### src/rtl/decoy_sched_pkg.sv
// Shared types and constants for the decoy-state sequencer.
// Latency: n/a (declarations only).
// Backpressure: n/a.
package decoy_sched_pkg;

   // Sequencer state encoding; the numeric values are visible on debug taps.
   typedef enum logic [2:0] {
      ST_IDLE     = 3'd0,
      ST_WAIT_PPS = 3'd1,
      ST_RST      = 3'd2,
      ST_RUN      = 3'd3,
      ST_HOLD     = 3'd4,
      ST_ERR      = 3'd5
   } state_t;

   // Smallest strobe period; shorter settings are clamped up to this.
   localparam int DIV_MIN = 2;

   // 1.1 s of clk240 cycles without a PPS edge counts as PPS loss.
   localparam int PPS_TIMEOUT_DEF = 264_000_000;

   // 16-bit counter increment that sticks at all-ones.
   function automatic logic [15:0] sat_inc16(input logic [15:0] v);
      return (v == 16'hFFFF) ? v : v + 16'd1;
   endfunction

endpackage

### src/rtl/decoy_sched_pps_sync_edge.sv
// PPS synchroniser: 2-FF metastability guard plus rising-edge pulse generator.
// Latency: pps_edge is high for one cycle, acted on 3 clock edges after pps_async rises.
// Backpressure: none; every rising edge yields exactly one pulse.
// Ports: clk/rst_n (async active-low), pps_async (raw PPS), pps_edge (1-cycle pulse).
module decoy_sched_pps_sync_edge (
   input  logic clk,
   input  logic rst_n,
   input  logic pps_async,
   output logic pps_edge
);

   // sh[0], sh[1] form the synchroniser; sh[2] is the previous synchronised level.
   logic [2:0] sh;

   always_ff @(posedge clk or negedge rst_n) begin
      if (!rst_n) sh <= '0;
      else        sh <= {sh[1:0], pps_async};
   end

   assign pps_edge = sh[1] & ~sh[2];

endmodule

### src/rtl/decoy_sched.sv
// Decoy-state sequencer: arms on PPS, holds datapath reset, then paces RNG pops into decoy/signal picks.
// Latency: strobe (rng_rd/rd_en_o/decoy_sel) registered one cycle after the divider tick.
// Backpressure: empty RNG FIFO at a tick skips the strobe and flags underflow; nothing stalls.
// Ports: clk240, rst_240_n (async active-low), en, cfg_* (live), pps_i (async), rng_empty/rng_value
//        (FWFT head) in; rng_rd, rd_en_o, decoy_sel, decoy_rst, busy, pps_lost, underflow, stat_* out.
// Build option: DECOY_SCHED_STATS_EN adds per-PPS-window decoy/signal/miss counters on stat_*.
module decoy_sched
   import decoy_sched_pkg::*;
#(
   parameter int DIV_W       = 8,
   parameter int BURST_W     = 16,
   parameter int RST_CYCLES  = 4,
   parameter int PPS_TIMEOUT = PPS_TIMEOUT_DEF,
   parameter int TMO_W       = 28
) (
   input  logic               clk240,
   input  logic               rst_240_n,
   input  logic               en,
   input  logic [DIV_W-1:0]   cfg_rd_div,
   input  logic [3:0]         cfg_thresh,
   input  logic [BURST_W-1:0] cfg_burst_len,
   input  logic               cfg_resync,
   input  logic               pps_i,
   input  logic               rng_empty,
   input  logic [3:0]         rng_value,
   output logic               rng_rd,
   output logic               rd_en_o,
   output logic               decoy_sel,
   output logic               decoy_rst,
   output logic               busy,
   output logic               pps_lost,
   output logic               underflow,
   output logic [15:0]        stat_decoy,
   output logic [15:0]        stat_signal,
   output logic [15:0]        stat_miss
);

   localparam int RC_W = $clog2(RST_CYCLES + 1);

   state_t             state, state_nxt;
   logic               pps_edge, active, wrap, tick, pop, miss, last_pop, wd_exp, is_decoy;
   logic [DIV_W-1:0]   div_cfg, div_cur, div_cnt;
   logic [BURST_W-1:0] burst_cnt;
   logic [RC_W-1:0]    rst_cnt;
   logic [TMO_W-1:0]   wd_cnt;

   decoy_sched_pps_sync_edge u_pps (
      .clk       (clk240),
      .rst_n     (rst_240_n),
      .pps_async (pps_i),
      .pps_edge  (pps_edge)
   );

   assign div_cfg  = (cfg_rd_div < DIV_W'(DIV_MIN)) ? DIV_W'(DIV_MIN) : cfg_rd_div;
   assign active   = (state == ST_RST) || (state == ST_RUN) || (state == ST_HOLD);
   assign wrap     = (div_cnt == div_cur - DIV_W'(1));
   // A PPS edge re-phases the divider, so it suppresses a coincident tick.
   assign tick     = (state == ST_RUN) && en && !pps_edge && wrap;
   assign pop      = tick && !rng_empty;
   assign miss     = tick && rng_empty;
   assign last_pop = pop && (cfg_burst_len != '0) &&
                     (burst_cnt + BURST_W'(1) == cfg_burst_len);
   assign wd_exp   = active && !pps_edge && (wd_cnt == TMO_W'(PPS_TIMEOUT - 1));
   assign is_decoy = (rng_value < cfg_thresh);

   // ---------------- state register ----------------
   always_ff @(posedge clk240 or negedge rst_240_n) begin
      if (!rst_240_n) state <= ST_IDLE;
      else            state <= state_nxt;
   end

   // ---------------- next state ----------------
   always_comb begin
      state_nxt = state;
      case (state)
         ST_IDLE:     state_nxt = ST_WAIT_PPS;
         ST_WAIT_PPS: if (pps_edge) state_nxt = ST_RST;
         ST_RST:      if (rst_cnt == RC_W'(RST_CYCLES - 1)) state_nxt = ST_RUN;
         ST_RUN: begin
            if (pps_edge)      state_nxt = cfg_resync ? ST_RST : ST_RUN;
            else if (last_pop) state_nxt = ST_HOLD;
         end
         ST_HOLD:     if (pps_edge) state_nxt = cfg_resync ? ST_RST : ST_RUN;
         ST_ERR:      state_nxt = ST_ERR;
         default:     state_nxt = ST_IDLE;
      endcase
      if (wd_exp) state_nxt = ST_ERR;
      if (!en)    state_nxt = ST_IDLE;
   end

   // ---------------- state-decoded outputs ----------------
   always_comb begin
      decoy_rst = !((state == ST_RUN) || (state == ST_HOLD));
      busy      = active;
   end

   // ---------------- pacing counters ----------------
   always_ff @(posedge clk240 or negedge rst_240_n) begin
      if (!rst_240_n) begin
         rst_cnt   <= '0;
         div_cnt   <= '0;
         div_cur   <= DIV_W'(DIV_MIN);
         burst_cnt <= '0;
         wd_cnt    <= '0;
      end else begin
         rst_cnt <= (state == ST_RST) ? rst_cnt + RC_W'(1) : '0;

         // The period is latched only at a wrap, so a live cfg_rd_div change
         // never truncates or stretches the count in progress.
         if (state != ST_RUN || pps_edge || wrap) begin
            div_cnt <= '0;
            div_cur <= div_cfg;
         end else begin
            div_cnt <= div_cnt + DIV_W'(1);
         end

         if (state != ST_RUN || pps_edge) burst_cnt <= '0;
         else if (pop)                    burst_cnt <= burst_cnt + BURST_W'(1);

         if (!active || pps_edge) wd_cnt <= '0;
         else                     wd_cnt <= wd_cnt + TMO_W'(1);
      end
   end

   // ---------------- strobes and sticky flags ----------------
   always_ff @(posedge clk240 or negedge rst_240_n) begin
      if (!rst_240_n) begin
         rng_rd    <= 1'b0;
         rd_en_o   <= 1'b0;
         decoy_sel <= 1'b0;
         pps_lost  <= 1'b0;
         underflow <= 1'b0;
      end else begin
         rng_rd  <= pop;
         rd_en_o <= pop;
         if (pop) decoy_sel <= is_decoy;

         if (!en)         pps_lost <= 1'b0;
         else if (wd_exp) pps_lost <= 1'b1;

         if (!en)       underflow <= 1'b0;
         else if (miss) underflow <= 1'b1;
      end
   end

`ifdef DECOY_SCHED_STATS_EN
   logic [15:0] n_decoy, n_signal, n_miss;

   // Window counters are snapshotted to stat_* and restarted on every PPS edge.
   always_ff @(posedge clk240 or negedge rst_240_n) begin
      if (!rst_240_n) begin
         n_decoy     <= '0;
         n_signal    <= '0;
         n_miss      <= '0;
         stat_decoy  <= '0;
         stat_signal <= '0;
         stat_miss   <= '0;
      end else if (pps_edge) begin
         stat_decoy  <= n_decoy;
         stat_signal <= n_signal;
         stat_miss   <= n_miss;
         n_decoy     <= '0;
         n_signal    <= '0;
         n_miss      <= '0;
      end else begin
         if (pop && is_decoy)  n_decoy  <= sat_inc16(n_decoy);
         if (pop && !is_decoy) n_signal <= sat_inc16(n_signal);
         if (miss)             n_miss   <= sat_inc16(n_miss);
      end
   end
`else
   assign stat_decoy  = '0;
   assign stat_signal = '0;
   assign stat_miss   = '0;
`endif

endmodule

### config.mk
export PLATFORM = sky130hd
export DESIGN_NAME = decoy_sched
export DESIGN_NICKNAME = d
export VERILOG_FILES = /design/src/rtl/decoy_sched_pkg.sv /design/src/rtl/decoy_sched_pps_sync_edge.sv /design/src/rtl/decoy_sched.sv
export SDC_FILE = /design/constraint.sdc
export NUM_CORES = 1
export LEC_CHECK = 0
export ABC_CLOCK_PERIOD_IN_PS = 5400
export CORE_MARGIN = 5
export CORE_UTILIZATION = 45
export CTS_BUF_LIST = sky130_fd_sc_hd__clkbuf_16
export DETAILED_ROUTE_END_ITERATION = 16
export PLACE_DENSITY_LB_ADDON = 0.15
export RECOVER_POWER = 50
export SLEW_MARGIN = 20
export SYNTH_ARGS = -nofsm -noshare
export SYNTH_HDL_FRONTEND = slang
export SYNTH_SLANG_ARGS = --single-unit
### constraint.sdc
create_clock -name clk240 -period 5.4 [get_ports clk240]
set_input_delay 1.08 -clock clk240 [delete_from_list [all_inputs] [get_ports clk240]]
set_output_delay 1.08 -clock clk240 [all_outputs]
set_load 0.01 [all_outputs]
Word level (Yosys, flattened, before mapping)
Index checks and enable logic that the tools add are counted.

Flip-flop bits (word level): 73. Input bits: 38. Output and inout port bits: 55. Logic and storage cells: 78.

Add/subtract/negate cells: 5. $lt $le $gt $ge: 2. Eq/ne operators: 16. Muxes and demuxes: 19. Bitwise operators: 2. Reduce and logical (&&, ||, !) cells: 23.

Operator list (count): $mux W16 (2); $add A28 B1 Y28 const B (1); $eq A28 B28 Y1 const B (1); $mux W28 (1); $mux W3 (8); $pmux W3 S6 (1); $add A16 B1 Y16 const B (1); $eq A16 B16 Y1 (1); $mux W8 (2); $reduce_bool A16 Y1 (1); $eq A3 B2 Y1 const B (3); $logic_and A1 B1 Y1 (9); $add A8 B1 Y8 const B (1); $eq A8 B8 Y1 (1); $lt A8 B2 Y1 const B (1); $ne A4 B4 Y1 const B (2); $sub A8 B1 Y8 const B (1); $eq A3 B3 Y1 const B (2); $logic_or A1 B1 Y1 (6); $mux W1 (5); $ne A5 B5 Y1 const B (1); $logic_not A1 Y1 (4); $lt A4 B4 Y1 (1); $ne A2 B1 Y1 const B (2); 9 further kinds (9).

Logic depth before layout (Yosys ltp)
Gate-level depths: netlist of run 1.

Word-level depth: 13. Mapped depth: 11. Depth with buffers taken out: 10.

Cells and area by module
Synthesis of run 1 repeated with hierarchy kept, for this count alone.

Cells, all modules: 503. Area, all modules: 4690.7 µm².

By module, submodules not included: decoy_sched (times used 1, cells an instance 499, area an instance 4601.9 µm², seq. area each 1752.9 µm²); decoy_sched_pps_sync_edge (times used 1, cells an instance 4, area an instance 88.8 µm², seq. area each 75.1 µm²).

Worst setup path after synthesis of run 1
OpenSTA, ideal clock, no wires.

Kind: flip-flop to flip-flop. From: reg div_cur[1]. To: reg decoy_sel. Library setup time: 0.125 ns. Arrival time: 2.545 ns. Required time: 5.275 ns. Path slack: 2.730 ns. Cell stages (with the launch flop): 12. Buffers on the path: 1. Clock period less this slack: 2.670 ns. Path through: dfstp_2 > inv_1 > ha_1 > xnor2_1 > nor3b_1 > o21ai_0 > a32oi_2 > nand4b_4 > or2_1 > buf_6 > inv_1 > mux2_2.

Cells in the longest elaborated chain, start to end: 4.

Ends and longest elaborated chain: start: declaration (line decoy_sched.sv:42) `logic [DIV_W-1:0] div_cfg, div_cur, div_cnt;`; start signal: assignment (line decoy_sched.sv:102) `div_cur <= DIV_W'(DIV_MIN);`; start signal: assignment (line decoy_sched.sv:112) `div_cur <= div_cfg;`; $sub A8 B1 Y8 (line decoy_sched.sv:56) `assign wrap = (div_cnt == div_cur - DIV_W'(1));`; $eq A8 B8 Y1 (line decoy_sched.sv:56); $logic_and A1 B1 Y1 (line decoy_sched.sv:58) `assign tick = (state == ST_RUN) && en && !pps_edge && wrap;`; $logic_and A1 B1 Y1 (line decoy_sched.sv:59) `assign pop = tick && !rng_empty;`; via pop (line decoy_sched.sv:41) `logic pps_edge, active, wrap, tick, pop, miss, last_pop, wd_exp, is_decoy;`; end signal: assignment (line decoy_sched.sv:136) `if (pop) decoy_sel <= is_decoy;`; end: declaration (line decoy_sched.sv:28) `output logic decoy_sel,`.

The timed path passes the listed nets, and every way through them passes these cells. A chain may end at the register's enable or synchronous reset.

Final worst setup path of run 1
Ends and elaborated chain as after synthesis.

==> impl_metrics.tcl, run 1 <==
set metrics [dict create \
    min_path_type "flop to flop" \
    dp.cells 662 \
    cp-start-kind "flop" \
    final_antenna_net_count 0 \
    diodes 0 \
    ys_ff_latch 73 \
    viasPerCell 5.20 \
    hold_viol_final 0 \
    slowest_delay_ps 580 \
    yosysTopAreaCellShare_pct 38.3 \
    wl_microns 9750 \
    slew_violations 74 \
    finalClockSkew_ps 8.98 \
    antenna_found_initial 0 \
    status "complete, but fails checks" \
    h-tree-depth 3 \
    ctsResizeCount 0 \
    hold-worst-slack_ps 352 \
    power_mw 1.40 \
    fillers 978 \
    die_h_microns 112 \
    postSynthAreaPerCell_sq_um 9.31 \
    critPathRequiredTime_ps 5610 \
    powerDensity_mw_per_mm2 260 \
    drtPass1Iterations 4 \
    worstSkewPairLatency_ps 330 \
    io_buffers 44 \
    crit_path_max_fanout 19 \
    grt_max_degree 74 \
    async_reset_ff_share_pct 100 \
    setup_viol 0 \
    use_met1_pct 22.0 \
    area_delta_synth_final_pct 14.2 \
    end_kind "flop" \
    grt_pass1_wl_microns 16700 \
    synth_top_area_cell "dfrtp_1" \
    period_share_pct 60.7 \
    first_global_vias 3481 \
    period_needed_ps 3280 \
    vdd_ir_drop_max_uv 120 \
    tightest_slew_ps 1820 \
    drive_gt1_share_pct 6.84 \
    gr-usage-met2_pct 25.3 \
    relSlewSlack_pct -21.3 \
    finalInstanceArea_sq_mm 0.00537 \
    yosys_warnings 0 \
    synthFlopType "dfrtp_1" \
    clock_path_buffers 2 \
    io_pins 93 \
    ctsRootBufferMaster "clkbuf_16" \
    cts_hold_buf 0 \
    dieArea_sq_mm 0.0126 \
    rsz0062_at_grt "false" \
    final-instance-count-excl-fill 677 \
    syn_area_sq_mm 0.00470 \
    cp.arrival_ps 3490 \
    grt_usage_pct 15.8 \
    std_cell_rows 37 \
    ys_seq_area_share_pct 38.9 \
    synth_cell_type_count 59 \
    nets 584 \
    path_cells "inv_1 -> ha_1 -> xnor2_1 -> nor3b_1 -> o21ai_0 -> a32oi_2 -> nand4b_4 -> or2_1 -> inv_1 -> mux2_2" \
    drt_iter0_markers 165 \
    initial_core_util_pct 45.8 \
    max_freq_mhz 305 \
    critPathKind "flop to flop" \
    numClockSinks 73 \
    busiest_layer "met2" \
    post_cts_buffers 0 \
    maxCapViolCount 1 \
    crit_top_cell "inv_1" \
    drcViolationCount 0 \
    syn_inst 505 \
    cts_tree "done" \
    dpl-instance-area_sq_mm 0.00501 \
    total_leakage_power_nw 2.27 \
    wl_per_cell_microns 14.4 \
    violations "max-capacitance violations, max-slew violations" \
    dp_hpwl_microns 6980 \
    slowest_stage "or2_1" \
    gp_congestion 0.807 \
    die-width_microns 112 \
    vias 3522 \
    synth-edff-count 0 \
    fin_tns_setup_ps 0 \
    synth_top_cells_by_area "dfrtp_1 (38%), buf_4 (7.8%), xor2_1 (6.9%)" \
    grt_overflow_total 0 \
    fp.coreArea_sq_mm 0.0103 \
    cts_buffers 9 \
    path_clk_slew_ps 60 \
    use_met3_pct 2.53 \
]
## worst max-delay path, delay by kind of cell (launching register included)
family,cells,cell delay [ps]
buffers and inverters,2,240
xor gates and xnor gates,1,280
adders and majority gates,1,260
AOI/OAI and AO/OA,2,390
muxes,1,340
DFF,1,570
and+or+nand+nor,3,1080
## cells in the mapped netlist, types with 11 or more instances
cell type,instances
and3_1,15
buf_4,49
clkbuf_1,11
dfrtp_1,72
inv_1,17
nand2_1,23
nand3_1,33
nand4_1,12
nor2_1,53
o211ai_1,13
xnor2_1,22
xor2_1,37
## area by class of cell
type	count	area [sq um]	share of cell area [%]
Clock inverter	6	133	2.47
Tap cell	136	170	3.17
Timing Repair Buffer	44	435	8.11
Multi-Input combinational cell	392	2510	46.8
Sequential cell	73	1830	34.0
Clock buffer	9	225	4.19
Inverter	17	63.8	1.19
## placed cells by master (no fill, tap or decap), types with 5 or more instances in the layout
| cell | count |
|---|---|
| o211ai_1 | 13 |
| clkbuf_16 | 9 |
| nor3b_1 | 8 |
| a31oi_1 | 5 |
| o21ai_0 | 9 |
| xnor2_1 | 22 |
| nor3_1 | 7 |
| a21oi_1 | 8 |
| o31ai_1 | 6 |
| inv_1 | 18 |
| nor2_1 | 53 |
| and4_1 | 7 |
| nand2b_1 | 6 |
| nand4_1 | 12 |
| xor2_1 | 37 |
| ha_1 | 9 |
| o31ai_2 | 6 |
| nand3_1 | 33 |
| dfrtp_1 | 72 |
| nor4_1 | 9 |
| conb_1 | 48 |
| mux2_2 | 7 |
| and3_1 | 15 |
| clkdlybuf4s50_1 | 42 |
| nand2_1 | 23 |
## worst paths after layout
path	start	to	slack (ps)	depth (start not counted)
worst max-delay path	div_cur[1]	decoy_sel	2120	10
worst min-delay path	u_pps.sh[0]	u_pps.sh[1]	350	0
worst max register to register	div_cur[1]	decoy_sel	2120	10
worst min register to register	u_pps.sh[0]	u_pps.sh[1]	350	0
max in group asynchronous	rst_240_n	div_cnt[7]	3070	1
min in group asynchronous	rst_240_n	wd_cnt[13]	1230	1
## cells by family (layout without fill, tap and decap cells)
logic type | Yosys count | in the layout | synth area share (%)
AND/OR/NAND/NOR | 196 | 196 | 22.5
buffers and inverters | 87 | 76 | 11.4
flip-flops | 73 | 73 | 38.9
AO/OA/AOI/OAI | 70 | 70 | 11.5
XOR/XNOR | 59 | 59 | 11.0
multiplexers | 10 | 10 | 2.32
adder cells (fa/ha/maj) | 9 | 9 | 2.39
other | 1 | 48 | 0.0798
## registers in the layout (all words and copies together), names as in the netlist
register	cells
rst_cnt	3
u_pps.sh	3
div_cur	8
wd_cnt	28
state	3
div_cnt	8
rd_en_o	1
burst_cnt	16
underflow	1
pps_lost	1
decoy_sel	1
## metal layers
layer  vias up  routed length (microns)
li1       1758                        -
met4         0                      123
met2        81                     4670
met3         8                      397
met5         -                        0
met1      1675                     4560
## per-stage QoR
step,setup slack (ps),utilization [%]
6_report,2120,52.3
4_1_cts,2090,52.3
3_3_place_gp,2140,48.8
3_5_place_dp,2080,48.8
5_1_grt,1810,52.3
2_1_floorplan,2730,-
## report_power, final
group	switching [mW]	internal (mW)	total, mW
clock	0.227	0.495	0.722
combinational	0.0617	0.0488	0.110
sequential	0.00962	0.554	0.564
Note: power is estimated with default switching activity, not from simulation.
==> inputs of run 2 (changes only) <==
Settings changed: ABC_CLOCK_PERIOD_IN_PS 5400 to 2960.
Clock period 5.4 ns to 2.96 ns, I/O delays scaled along.
==> impl_metrics.tcl, run 2 (synthesis gave the netlist of run 1 again) <==
set metrics [dict create \
    gp_congestion 0.799 \
    drt_iter0_markers 217 \
    period_share_pct 92.1 \
    initial_core_util_pct 45.8 \
    hp-start "u_pps.sh[0]" \
    multiInputGateArea_sq_mm 0.00252 \
    hold_viol_final 0 \
    worstHoldPathCells 0 \
    fin_tns_setup_ps 0 \
    first_global_vias 3488 \
    min_path_type "flop to flop" \
    fin_ws_ps 234 \
    drive_gt1_share_pct 8.55 \
    fillers 979 \
    end_kind "flop" \
    relSlewSlack_pct -20.6 \
    path_clk_slew_ps 60 \
    io_pins 93 \
    maxCapViolCount 1 \
    layout_commonest_cell "dfrtp_1" \
    critPathRequiredTime_ps 3200 \
    wl_per_cell_microns 14.3 \
    pre_cts_slack_ps 141 \
    regArea_sq_mm 0.00183 \
    powerDensity_mw_per_mm2 430 \
    fp.coreArea_sq_mm 0.0103 \
    numClockSinks 73 \
    cts_hold_buf 0 \
    grt_max_degree 74 \
    post_cts_buffers 0 \
    std_cell_rows 37 \
    violations "max-capacitance violations, max-slew violations" \
    setup_viol 0 \
    clock_path_buffers 2 \
    worstReg2RegStart "div_cur[0]" \
    diodes 0 \
    h-tree-depth 3 \
    vdd_ir_drop_max_uv 223 \
    io_buffers 44 \
    area_delta_synth_final_pct 14.3 \
    total_leakage_power_nw 2.28 \
    grt_usage_pct 16.2 \
    ctsRootBufferMaster "clkbuf_16" \
    cts_buffers 9 \
    reg2reg_setup_slack_ps 230 \
    reg2reg_to "burst_cnt[4]" \
    max_freq_mhz 367 \
    slew_violations 74 \
    final_antenna_net_count 0 \
    antenna_found_initial 0 \
    viasPerCell 5.33 \
    grt_overflow_total 0 \
    worstSkewPairLatency_ps 340 \
    drcViolationCount 0 \
    cp-start-kind "flop" \
    fin_util_pct 52.3 \
    nets 592 \
    cp.arrival_ps 2960 \
    largest_register_ffs 28 \
    rsz0062_at_grt "false" \
    crit_path_max_fanout 16 \
    die-width_microns 112 \
    critPathKind "flop to flop" \
    dp.cells 670 \
    finalClockSkew_ps 7.17 \
    hold-worst-slack_ps 367 \
    period_needed_ps 2730 \
    die_h_microns 112 \
    dp_hpwl_microns 7070 \
    vias 3653 \
    reg_top3 "wd_cnt x28, burst_cnt x16" \
    cts_tree "done" \
    drtPass1Iterations 4 \
    tightest_slew_ps 1810 \
    hold_path_end "u_pps.sh[1]" \
    wl_microns 9790 \
    ctsResizeCount 0 \
    status "complete, but fails checks" \
    final-instance-count-excl-fill 686 \
    grt_pass1_wl_microns 16900 \
    largest-register "wd_cnt" \
    dieArea_sq_mm 0.0126 \
    final_cell_mix "dfrtp_1 (72), nor2_1 (53), conb_1 (48)" \
    timing.reg2reg.worst_path_depth 10 \
]
[run 2: changes by cell type in the layout (fill, tap and decap cells not counted)]
cell       before  now
inv_6           0    2
buf_4           0    8
bufinv_16       4    1
clkinv_2        0    2
xnor2_1        22   21
xnor2_2         0    1
[run 2: final cells by class]
class	count	area share [%]
Clock buffer	9	4.19
Clock inverter	7	1.30
Sequential cell	73	34.0
Multi-Input combinational cell	392	46.9
Tap cell	136	3.17
Timing Repair Buffer	52	9.22
Inverter	17	1.19
[run 2: power by group]
part	total, mW	internal (mW)	switching, mW
sequential	1.03	1.01	0.0175
clock	1.08	0.653	0.427
combinational	0.204	0.0916	0.113
[run 2: worst max-delay path, stage by stage, from the launching register on]
cell and delay [ps]:
dfrtp_1 460, inv_1 110, ha_1 310, nor3b_1 290
xnor2_1 120, nor4_1 260, o311a_2 270, nand4b_4 100
or2_1 240, buf_4 220, o31ai_1 260
[run 2: worst max path at each step]
| stage | cells after the start | end | from |
|---|---|---|---|
| finish | 10 | burst_cnt[4] | div_cur[0] |
| global route | 10 | burst_cnt[4] | div_cur[0] |
| CTS | 10 | burst_cnt[4] | div_cur[1] |
| detailed placement | 8 | state[0] | cfg_burst_len[13] |
| global placement | 8 | state[0] | cfg_burst_len[13] |
| floorplan | 11 | decoy_sel | div_cur[1] |
[run 2: layer usage]
layer	global-route usage (%)	vias to the layer above	routed length, microns
li1	-	1775	-
met1	22.4	1782	4510
met2	25.3	87	4760
met3	4.04	9	426
met4	4.49	0	92
met5	0	-	0
[run 2: through the flow]
stage	total power, mW	instance area [sq um]
floorplan	1.20	4880
global placement	1.25	5070
detailed placement	1.25	5070
CTS	2.34	5370
global route	2.42	5380
finish	2.31	5380
==> inputs of run 3 (changes only) <==
Settings changed: ABC_AREA set to 1, PLACE_DENSITY set to 0.73, PLACE_DENSITY_LB_ADDON 0.15 to not set.
==> impl_metrics.tcl, run 3 <==
set metrics [dict create \
    status "complete, but fails checks" \
    violations "max-capacitance violations, max-slew violations" \
    die_h_microns 115 \
    clock_path_buffers 2 \
    h-tree-depth 3 \
    path_clk_slew_ps 60 \
    wl_met2_microns 5800 \
    slew_violations 28 \
    syn_area_sq_mm 0.00499 \
    crit_path_max_fanout 5 \
    critPathKind "flop to output port" \
    setup_viol 0 \
    worstSkewPairLatency_ps 330 \
    maxCapViolCount 1 \
    end_kind "output port" \
    fin_tns_setup_ps 0 \
    largest-register "wd_cnt" \
    synth_top_area_cell "dfrtp_1" \
    dieArea_sq_mm 0.0133 \
    drcViolationCount 0 \
    antenna_found_initial 0 \
    period_share_pct 82.4 \
    drive_gt1_share_pct 6.96 \
    std_cell_rows 38 \
    synth_top_cells_by_area "dfrtp_1 (36%), nand2_1 (11%), buf_4 (7.5%)" \
    syn_inst 692 \
    final_antenna_net_count 0 \
    layout_commonest_cell "nand2_1" \
    die-width_microns 115 \
    area_delta_synth_final_pct 14.6 \
    synth_most_common_cell "nand2_1" \
    fillers 1036 \
    ys_seq_area_share_pct 36.6 \
    relSlewSlack_pct -0.255 \
    wl_per_cell_microns 13.0 \
    hold_viol_final 0 \
    regArea_sq_mm 0.00183 \
    postSynthAreaPerCell_sq_um 7.21 \
    cp-start-kind "flop" \
    grt_usage_pct 18.2 \
    gp_congestion 0.926 \
    rsz0062_at_grt "false" \
    top_layer "met4" \
    dpl-instance-area_sq_mm 0.00540 \
    first_global_vias 4392 \
    wl_met1_microns 4940 \
    io_buffers 44 \
    post_cts_buffers 0 \
    dp_hpwl_microns 8800 \
    reg_top3 "wd_cnt x28, burst_cnt x16" \
    grt_pass1_wl_microns 19900 \
    vdd_ir_drop_max_uv 319 \
    critPathRequiredTime_ps 2370 \
    largest_register_ffs 28 \
    crit_top_cell "inv_1" \
    hold-worst-slack_ps 351 \
    io_pins 93 \
    drtPass1Iterations 7 \
    yosys_warnings 0 \
    min_path_type "flop to flop" \
    critPathTopFamily "buffers and inverters" \
    reg2reg_setup_slack_ps 660 \
    finalClockSkew_ps 5.34 \
    slowest_stage "clkdlybuf4s50_1" \
    dr_wl_met3_microns 665 \
    vias 4525 \
    ctsRootBufferMaster "clkbuf_16" \
    max_freq_mhz 410 \
    multiInputGateArea_sq_mm 0.00256 \
    synth_cell_type_count 40 \
    drt_iter0_markers 382 \
    synth-edff-count 0 \
    period_needed_ps 2440 \
    initial_core_util_pct 46.0 \
    cp.arrival_ps 1850 \
    wl_microns 11500 \
    ys_ff_latch 73 \
    async_reset_ff_share_pct 100 \
    yosysTopAreaCellShare_pct 36.1 \
    diodes 0 \
    cts_tree "done" \
    grt_overflow_total 0 \
    crit_buf_inv 3 \
    cts_hold_buf 0 \
    powerDensity_mw_per_mm2 507 \
    synth_common_cells "nand2_1 (147), inv_1 (92), nor2_1 (81), dfrtp_1 (72), nand3_1 (61)" \
    nets 790 \
    final_cell_mix "nand2_1 (147), inv_1 (92), nor2_1 (81)" \
    finalInstanceArea_sq_mm 0.00572 \
    viasPerCell 5.10 \
    fp.coreArea_sq_mm 0.0108 \
    total_leakage_power_nw 2.63 \
    tightest_slew_ps 1500 \
    slowest_delay_ps 540 \
    numClockSinks 73 \
    path_cells "inv_1 -> nand2_1 -> nor2_2 -> inv_1 -> nand2_2 -> clkdlybuf4s50_1" \
    grt_max_degree 32 \
    cts_buffers 9 \
    synthFlopType "dfrtp_1" \
    ctsResizeCount 0 \
]
-- run 3: kinds of logic (layout without fill, tap and decap cells) --
group	after synthesis	count (layout)	share of synthesized area (%)
buffers and inverters	153	161	15.6
adders and majority gates	9	9	2.26
xor gates and xnor gates	13	13	2.56
other	1	48	0.0752
DFF	73	73	36.6
and+or+nand+nor	364	364	33.8
AOI/OAI and AO/OA	79	79	9.10
-- run 3: per-stage QoR --
| step | instances | setup slack, ps | power (mW) | util, % |
|---|---|---|---|---|
| after detailed placement | 872 | 613 | 1.70 | 49.8 |
| after floorplan | 739 | 1020 | 1.55 | - |
| final | 887 | 520 | 2.90 | 52.8 |
| after global routing | 887 | 281 | 3.06 | 52.8 |
| after global placement | 872 | 679 | 1.68 | 49.8 |
| after CTS | 887 | 513 | 2.94 | 52.8 |
-- run 3: cell type report --
type                            instances  area share [%]
Inverter                               98            6.43
Tap cell                              140            3.06
Multi-Input combinational cell        513            44.7
Timing Repair Buffer                   48            8.01
Clock inverter                          6            1.86
Clock buffer                            9            3.94
Sequential cell                        73            32.0
-- run 3: worst paths after layout --
path / end / from / cells past startpoint
setup / recovery: busy / state[1] / 6
setup reg to reg: burst_cnt[13] / div_cur[1] / 14
max in group asynchronous: wd_cnt[22] / rst_240_n / 2
hold / removal: u_pps.sh[1] / u_pps.sh[0] / 0
hold reg to reg: u_pps.sh[1] / u_pps.sh[0] / 0
min in group asynchronous: burst_cnt[4] / rst_240_n / 1
-- run 3: where the power goes --
part / internal, mW / leakage (nW) / switching (mW)
sequential: 1.05 / 0.990 / 0.0540
clock: 0.815 / 0.161 / 0.407
combinational: 0.211 / 1.48 / 0.361
-- run 3: routing by layer --
layer	GRT usage (%)	up-vias
met4	4.54	0
met1	23.0	2115
li1	-	2258
met2	31.6	144
met5	0	-
met3	4.26	8
